`src/rtl/uart_tx.sv`:
```
// UART transmitter: one start bit, DATA_WIDTH data bits LSB first, STOP_BITS stop bits, no parity.
// Accepts one word per frame over a valid/ready handshake; tx_o is driven from a flop.
module uart_tx #(
    parameter int CLK_FREQ   = 100_000_000,
    parameter int BAUD_RATE  = 115200,
    parameter int DATA_WIDTH = 8,
    parameter int STOP_BITS  = 1
) (
    input  logic                  clk,
    input  logic                  rst_n,
    input  logic [DATA_WIDTH-1:0] data_i,
    input  logic                  valid_i,
    output logic                  ready_o,
    output logic                  tx_o,
    output logic                  busy_o
);

    localparam int BIT_CYCLES = CLK_FREQ / BAUD_RATE;
    localparam int BAUD_W     = (BIT_CYCLES > 1) ? $clog2(BIT_CYCLES) : 1;
    localparam int BIT_W      = $clog2(DATA_WIDTH + 1);

    localparam logic [BAUD_W-1:0] BAUD_LAST = BAUD_W'(BIT_CYCLES - 1);
    localparam logic [BIT_W-1:0]  BIT_LAST  = BIT_W'(DATA_WIDTH - 1);
    localparam logic              STOP_LAST = 1'(STOP_BITS - 1);

    localparam logic [1:0] IDLE  = 2'd0;
    localparam logic [1:0] START = 2'd1;
    localparam logic [1:0] DATA  = 2'd2;
    localparam logic [1:0] STOP  = 2'd3;

    if (STOP_BITS != 1 && STOP_BITS != 2) begin : g_bad_stop_bits
        $error("uart_tx: STOP_BITS must be 1 or 2");
    end
    if (BIT_CYCLES < 2) begin : g_bad_bit_cycles
        $error("uart_tx: CLK_FREQ/BAUD_RATE must be at least 2");
    end

    logic [1:0]            state, state_n;
    logic [BAUD_W-1:0]     baud_cnt, baud_cnt_n;
    logic [BIT_W-1:0]      bit_cnt, bit_cnt_n;
    logic                  stop_cnt, stop_cnt_n;
    logic [DATA_WIDTH-1:0] shift, shift_n;
    logic                  baud_done;
    logic                  accept;
    logic                  tx_n;

    assign baud_done = (baud_cnt == BAUD_LAST);
    assign ready_o   = (state == IDLE);
    assign busy_o    = (state != IDLE);
    assign accept    = valid_i && ready_o;

    always_comb begin
        state_n    = state;
        baud_cnt_n = baud_done ? '0 : baud_cnt + 1'b1;
        bit_cnt_n  = bit_cnt;
        stop_cnt_n = stop_cnt;
        shift_n    = shift;
        case (state)
            IDLE: begin
                baud_cnt_n = '0;
                if (accept) begin
                    state_n    = START;
                    shift_n    = data_i;
                    bit_cnt_n  = '0;
                    stop_cnt_n = 1'b0;
                end
            end
            START: begin
                if (baud_done) state_n = DATA;
            end
            DATA: begin
                if (baud_done) begin
                    shift_n   = shift >> 1;
                    bit_cnt_n = bit_cnt + 1'b1;
                    if (bit_cnt == BIT_LAST) begin
                        state_n    = STOP;
                        stop_cnt_n = 1'b0;
                    end
                end
            end
            STOP: begin
                if (baud_done) begin
                    stop_cnt_n = stop_cnt + 1'b1;
                    if (stop_cnt == STOP_LAST) state_n = IDLE;
                end
            end
            default: begin
                state_n    = IDLE;
                baud_cnt_n = '0;
            end
        endcase
    end

    // Line level is decoded from the next state so tx_o changes on the same edge as the state.
    always_comb begin
        case (state_n)
            START:   tx_n = 1'b0;
            DATA:    tx_n = shift_n[0];
            default: tx_n = 1'b1;
        endcase
    end

    always_ff @(posedge clk or negedge rst_n) begin
        if (!rst_n) begin
            state    <= IDLE;
            baud_cnt <= '0;
            bit_cnt  <= '0;
            stop_cnt <= 1'b0;
            shift    <= '0;
            tx_o     <= 1'b1;
        end else begin
            state    <= state_n;
            baud_cnt <= baud_cnt_n;
            bit_cnt  <= bit_cnt_n;
            stop_cnt <= stop_cnt_n;
            shift    <= shift_n;
            tx_o     <= tx_n;
        end
    end

endmodule
```
`config.mk`:
```
export PLATFORM = sky130hd
export DESIGN_NAME = uart_tx
export DESIGN_NICKNAME = d
export VERILOG_FILES = /design/src/rtl/uart_tx.sv
export SDC_FILE = /design/constraint.sdc
export NUM_CORES = 1
export LEC_CHECK = 0
export ABC_AREA = 1
export BUFFER_PORTS_ARGS = -buffer_cell sky130_fd_sc_hd__buf_2
export CAP_MARGIN = 10
export CORE_ASPECT_RATIO = 1.75
export CORE_UTILIZATION = 40
export DETAILED_ROUTE_END_ITERATION = 8
export GPL_TIMING_DRIVEN = 1
export PLACE_DENSITY = 0.63
export SKIP_LAST_GASP = 1
export SLEW_MARGIN = 20
export SYNTH_ARGS = -nofsm -noshare
export SYNTH_HDL_FRONTEND = slang
export SYNTH_SLANG_ARGS = --single-unit
```
`constraint.sdc`:
```
create_clock -name clk -period 1.85 [get_ports clk]
set_input_delay 0.185 -clock clk [delete_from_list [all_inputs] [get_ports clk]]
set_output_delay 0.185 -clock clk [all_outputs]
set_load 0.01 [all_outputs]
```
; Yosys cells after proc, flatten, opt, wreduce, memory -nomap -nowiden
; Cells that the tools add are included.
[word_totals]
ff_bits = 26
latch_bits = 0
mem_bits_rw = 0
romBits = 0
in_bits = 11
out_inout_bits = 3
word_cells = 49
n_memories = 0
[classes]
n_addsub = 3
multipliers = 0
div = 0
order_cmp = 0
n_eq_ne = 11
shift = 0
mux = 21
bitwise = 0
n_reduce_logical = 7
[op_table]
columns = cell, count
row1 = 2-to-1 mux 10 bit, 2
row2 = 2-to-1 mux 8 bit, 2
row3 = one-hot mux 8 bit (2 select lines), 1
row4 = 2-to-1 mux 2 bit, 6
row5 = "adder 10 x 1 -> 10 bit, second input constant", 1
row6 = "equality test 10 bit, second input constant", 1
row7 = 2-to-1 mux 4 bit, 2
row8 = one-hot mux 2 bit (4 select lines), 1
row9 = one-hot mux 4 bit (2 select lines), 1
row10 = "equality test 2 bit, second input constant", 3
row11 = "inequality test 2 bit, second input constant", 3
row12 = AND reduction 5 bit, 1
row13 = "adder 4 x 1 -> 4 bit, second input constant", 1
row14 = "equality test 2 x 1 -> 1 bit, second input constant", 2
row15 = "equality test 4 x 3 -> 1 bit, second input constant", 1
row16 = 2-to-1 mux 1 bit, 4
row17 = nonzero test 2 bit, 2
row18 = one-hot mux 1 bit (3 select lines), 1
row19 = AND reduction 3 bit, 1
row20 = nonzero test 3 bit, 1
row21 = logical NOT 2 bit, 1
row22 = "inequality test 2 x 1 -> 1 bit, second input constant", 1
row23 = one-hot mux 1 bit (2 select lines), 1
row24 = "adder 1 bit, second input constant", 1
row25 = logical AND 1 bit, 1

; Longest topological paths before layout
[depth]
depth_word = 6
mapped_depth = 10

; Worst setup path after synthesis
; Ideal clock, no wire load.
[synth_timing]
kind = register to register
start = reg baud_cnt[0]
end = reg baud_cnt[5]
setup_time_ns = 0.123
arrival_ns = 1.254
path_slack_ns = 0.473
stages_incl_launch_ff = 9
path_buffers = 0
path_cell_list = dfrtp_1 -> ha_1 -> nand2_1 -> nor2_2 -> nand3_1 -> nand2_1 -> inv_2 -> o21ai_0 -> a21oi_1
[synth_between]
elab_chain_len = 3
[synth_lines]
columns = item, line
row1 = start: declaration, 39  ; logic [BAUD_W-1:0] baud_cnt, baud_cnt_n;
row2 = start signal: assignment, 113  ; baud_cnt <= baud_cnt_n;
row3 = adder 10 x 1 -> 10 bit or equality test 10 bit (tied branches), "54, 47"
row4 = 2-to-1 mux 10 bit *, 54  ; baud_cnt_n = baud_done ? '0 : baud_cnt + 1'b1;
row5 = 2-to-1 mux 10 bit *, 58  ; case (state)
row6 = named net baud_cnt_n[5], 39
; The timed path passes the listed nets; every way through them passes the cells marked *.
; A chain may end at the register's enable or synchronous reset.

; Final worst setup path
; Same ends and word-level chain as after synthesis.

==> impl_results.md <==
* Status: complete, no violations
* Core outline area at 3180 µm²
* Routed length per instance at about 12 µm
* Starting Density at 42.3%
* H-tree depth at 1
* Unique cell type count in the Yosys netlist at 24
* Worst Setup Path Type: register to register
* Mapped Area at 1340 µm²
* Via/cell ratio at approximately 5.0
* Area Growth Syn to Fin at 13.0%
* Synthesized area per cell at 7.81 µm²
* Sw Ratio at between 30% and 40%
* ANT nets after route at 0
* Worst Setup Slack, final at 240 ps
* Minimum clock period after layout at between 1500 and 2000 ps
* Clock buffer depth at 2
* Worst-margin pin slew at 560 ps
* Crit-path max cell delay at approximately 400 ps
* Startpoint types: register
* Row count at 27
* Register area share after synthesis at 48.6%
* Setup bufs post-CTS at 0
* Routed WL at between 2000 and 3000 µm
* Filler cells at 338
* Die ar. at 3600 µm²
* Pint at 903 µW
* TritonRoute pass-1 iters at 4
* Number of antenna violations at the first check in global routing at 0
* HP Class: input pin to register
* Initial DRC count at 21
* Vias in the first global route at 1182
* Clock Skew at 5.77 ps
* Pwr dens at 863 nW/µm²
* Post-Place Worst Slack at between 200 and 250 ps
* Fin nets at 204
* Yosys warns at 0
* Number of diodes at 0
* Die Width at ~46 µm
* Fin. max-slew vios at 0
* Input/output buffers at 13
* CP max-delay cell: dfrtp_1
* Root Driver: clkbuf_8
* Min Hold Slack at 130 ps
* First-pass GRT wire length at 4910 µm
* Later-pin clock latency in the skew report at about 270 ps
* Syn Nets at 185
* Num ports at 14
* Seq pwr share at between 50% and 60%
* TritonCTS clock tree: yes
* Most used cell, CP: nand2_1
* Die Y at a little under 80 µm
* Routed vias at 1168
* Largest net degree at the start of global routing at 27
* Tcrit/Tclk final at 87.0%
* Core Util, Final at 47.8%
* Combinational fraction of design power at roughly a fifth
* Leak at roughly 0.00076 µW
* Final hold violation count at 0
* Setup TNS at 0 ps
* RSZ-0062 raised after global routing: false
* Final routed DRC violation total at 0
* CP Data Required Time at 2010 ps
* Max Cap Viol at 0
* #FFs+latches synth at 26
* Post-DP HPWL at 2190 µm
* Reg clk slew, reported paths at roughly 90 ps
* GRT Util Overall at 18.3%
* Grt ovf at 0
* Post-Syn Instances at 172
* Clk pwr share at roughly 25%
* Post-CTS resize count at 0
* Sinks on Clock Net at 26
* Fmax at 621 MHz
* Crit path arrival time at 1770 ps
* Final setup viols at 0
* Psw at 406 µW
* CP endpoint kind: register
* Share of cells above drive strength 1 at about 17%
* VDD IR max at 0.536 mV
* Worst-path maximum fanout at 6
* CP Cell Sequence: ha_1, nand2_1, nor2_2, nand3_1, nand2_1, inv_2, o21ai_0, a21oi_1
* Max transition margin at 62.7%
* CTS Buf Count at 3
* GPL Wtd Cong at roughly 0.9
[power groups by stage]
stage	registers [µW]	logic [µW]	clock network, µW
after floorplan	730	185	0
after global placement	749	237	0
after detailed placement	752	247	0
after CTS	741	248	333
after global routing	760	289	356
final	742	246	320
[registers in the layout, indices dropped and copies added (netlist names)]
signal,cells
state,2
tx_o,1
shift,8
bit_cnt,4
stop_cnt,1
baud_cnt,10
[routing by layer]
metal	wire [µm]	global-route usage, %
met2	1570	34.4
met4	57	6.76
met1	1030	19.2
met5	0	0
met3	83	2.07
[critical path: cells and delay by family, from the launching register on]
family	cells	cell delay, ps
adder cells (fa/ha/maj)	1	250
flip-flops	1	400
AO/OA/AOI/OAI	2	130
AND/OR/NAND/NOR	4	660
buffers and inverters	1	70
[per-stage QoR]
step	instances	power [µW]	cell area, µm²
final	233	1310	1520
after global routing	233	1400	1520
after CTS	233	1320	1520
after detailed placement	228	998	1460
after global placement	228	986	1460
after floorplan	172	915	1340
[repair_timing]
| item | CTS | global route |
|---|---|---|
| hold buffers | 1 | 0 |
| endpoints found under the hold margin | 25 | 0 |
| endpoints found under the setup margin | 0 | 0 |
[layout by cell type (no fill, tap or decap), types with 4 or more instances in the layout]
master / n
a21oi_1: 7
buf_2: 13
dfrtp_1: 25
inv_1: 14
inv_2: 6
nand2_1: 51
nand3_1: 20
nor2_1: 18
nor2_2: 4
o21ai_0: 4
[worst paths after layout]
path / startpoint / endpoint / slack (ps) / cells past startpoint
worst max-delay path: baud_cnt[0] / baud_cnt[5] / 240 / 8
worst min-delay path: data_i[5] / shift[5] / 130 / 3
worst max register to register: baud_cnt[0] / baud_cnt[5] / 240 / 8
worst min register to register: shift[1] / shift[1] / 490 / 2
max in group asynchronous: rst_n / tx_o / 1030 / 2
min in group asynchronous: rst_n / baud_cnt[8] / 430 / 2
[synth_stat cells, drive strengths merged]
| master | n | area [µm²] |
|---|---|---|
| xor2 | 1 | 8.76 |
| inv | 20 | 75.1 |
| a22o | 1 | 8.76 |
| nand3 | 20 | 100 |
| a31oi | 1 | 6.26 |
| nor3 | 3 | 15.0 |
| a21oi | 7 | 35.0 |
| clkinv | 1 | 3.75 |
| dfrtp | 25 | 626 |
| nor4 | 1 | 6.26 |
| nor2 | 24 | 115 |
| xnor2 | 1 | 8.76 |
| o21ai | 5 | 25.0 |
| o21a | 1 | 7.51 |
| dfstp | 1 | 26.3 |
| ha | 2 | 25.0 |
| nand2 | 54 | 210 |
| nand4 | 4 | 40.0 |
[kinds of logic (layout without fill, tap and decap cells)]
kind of cell / after synthesis / after routing / share of synthesized area [%]
and+or+nand+nor: 106 / 106 / 36.3
adders and majority gates: 2 / 2 / 1.86
DFF: 26 / 26 / 48.6
buffers and inverters: 21 / 39 / 5.87
AOI/OAI and AO/OA: 15 / 15 / 6.15
xor gates and xnor gates: 2 / 2 / 1.30
[cell type report]
class                   instances  area, µm²  area share, %
clock buffers                   4       45.0           2.97
multi-input cells             125        612           40.3
flip-flops and latches         26        652           43.0
well taps                      43       53.8           3.55
inverters                      21       78.8           5.20
repair buffers                 14       75.1           4.95
(Power assumes the default switching activity.)
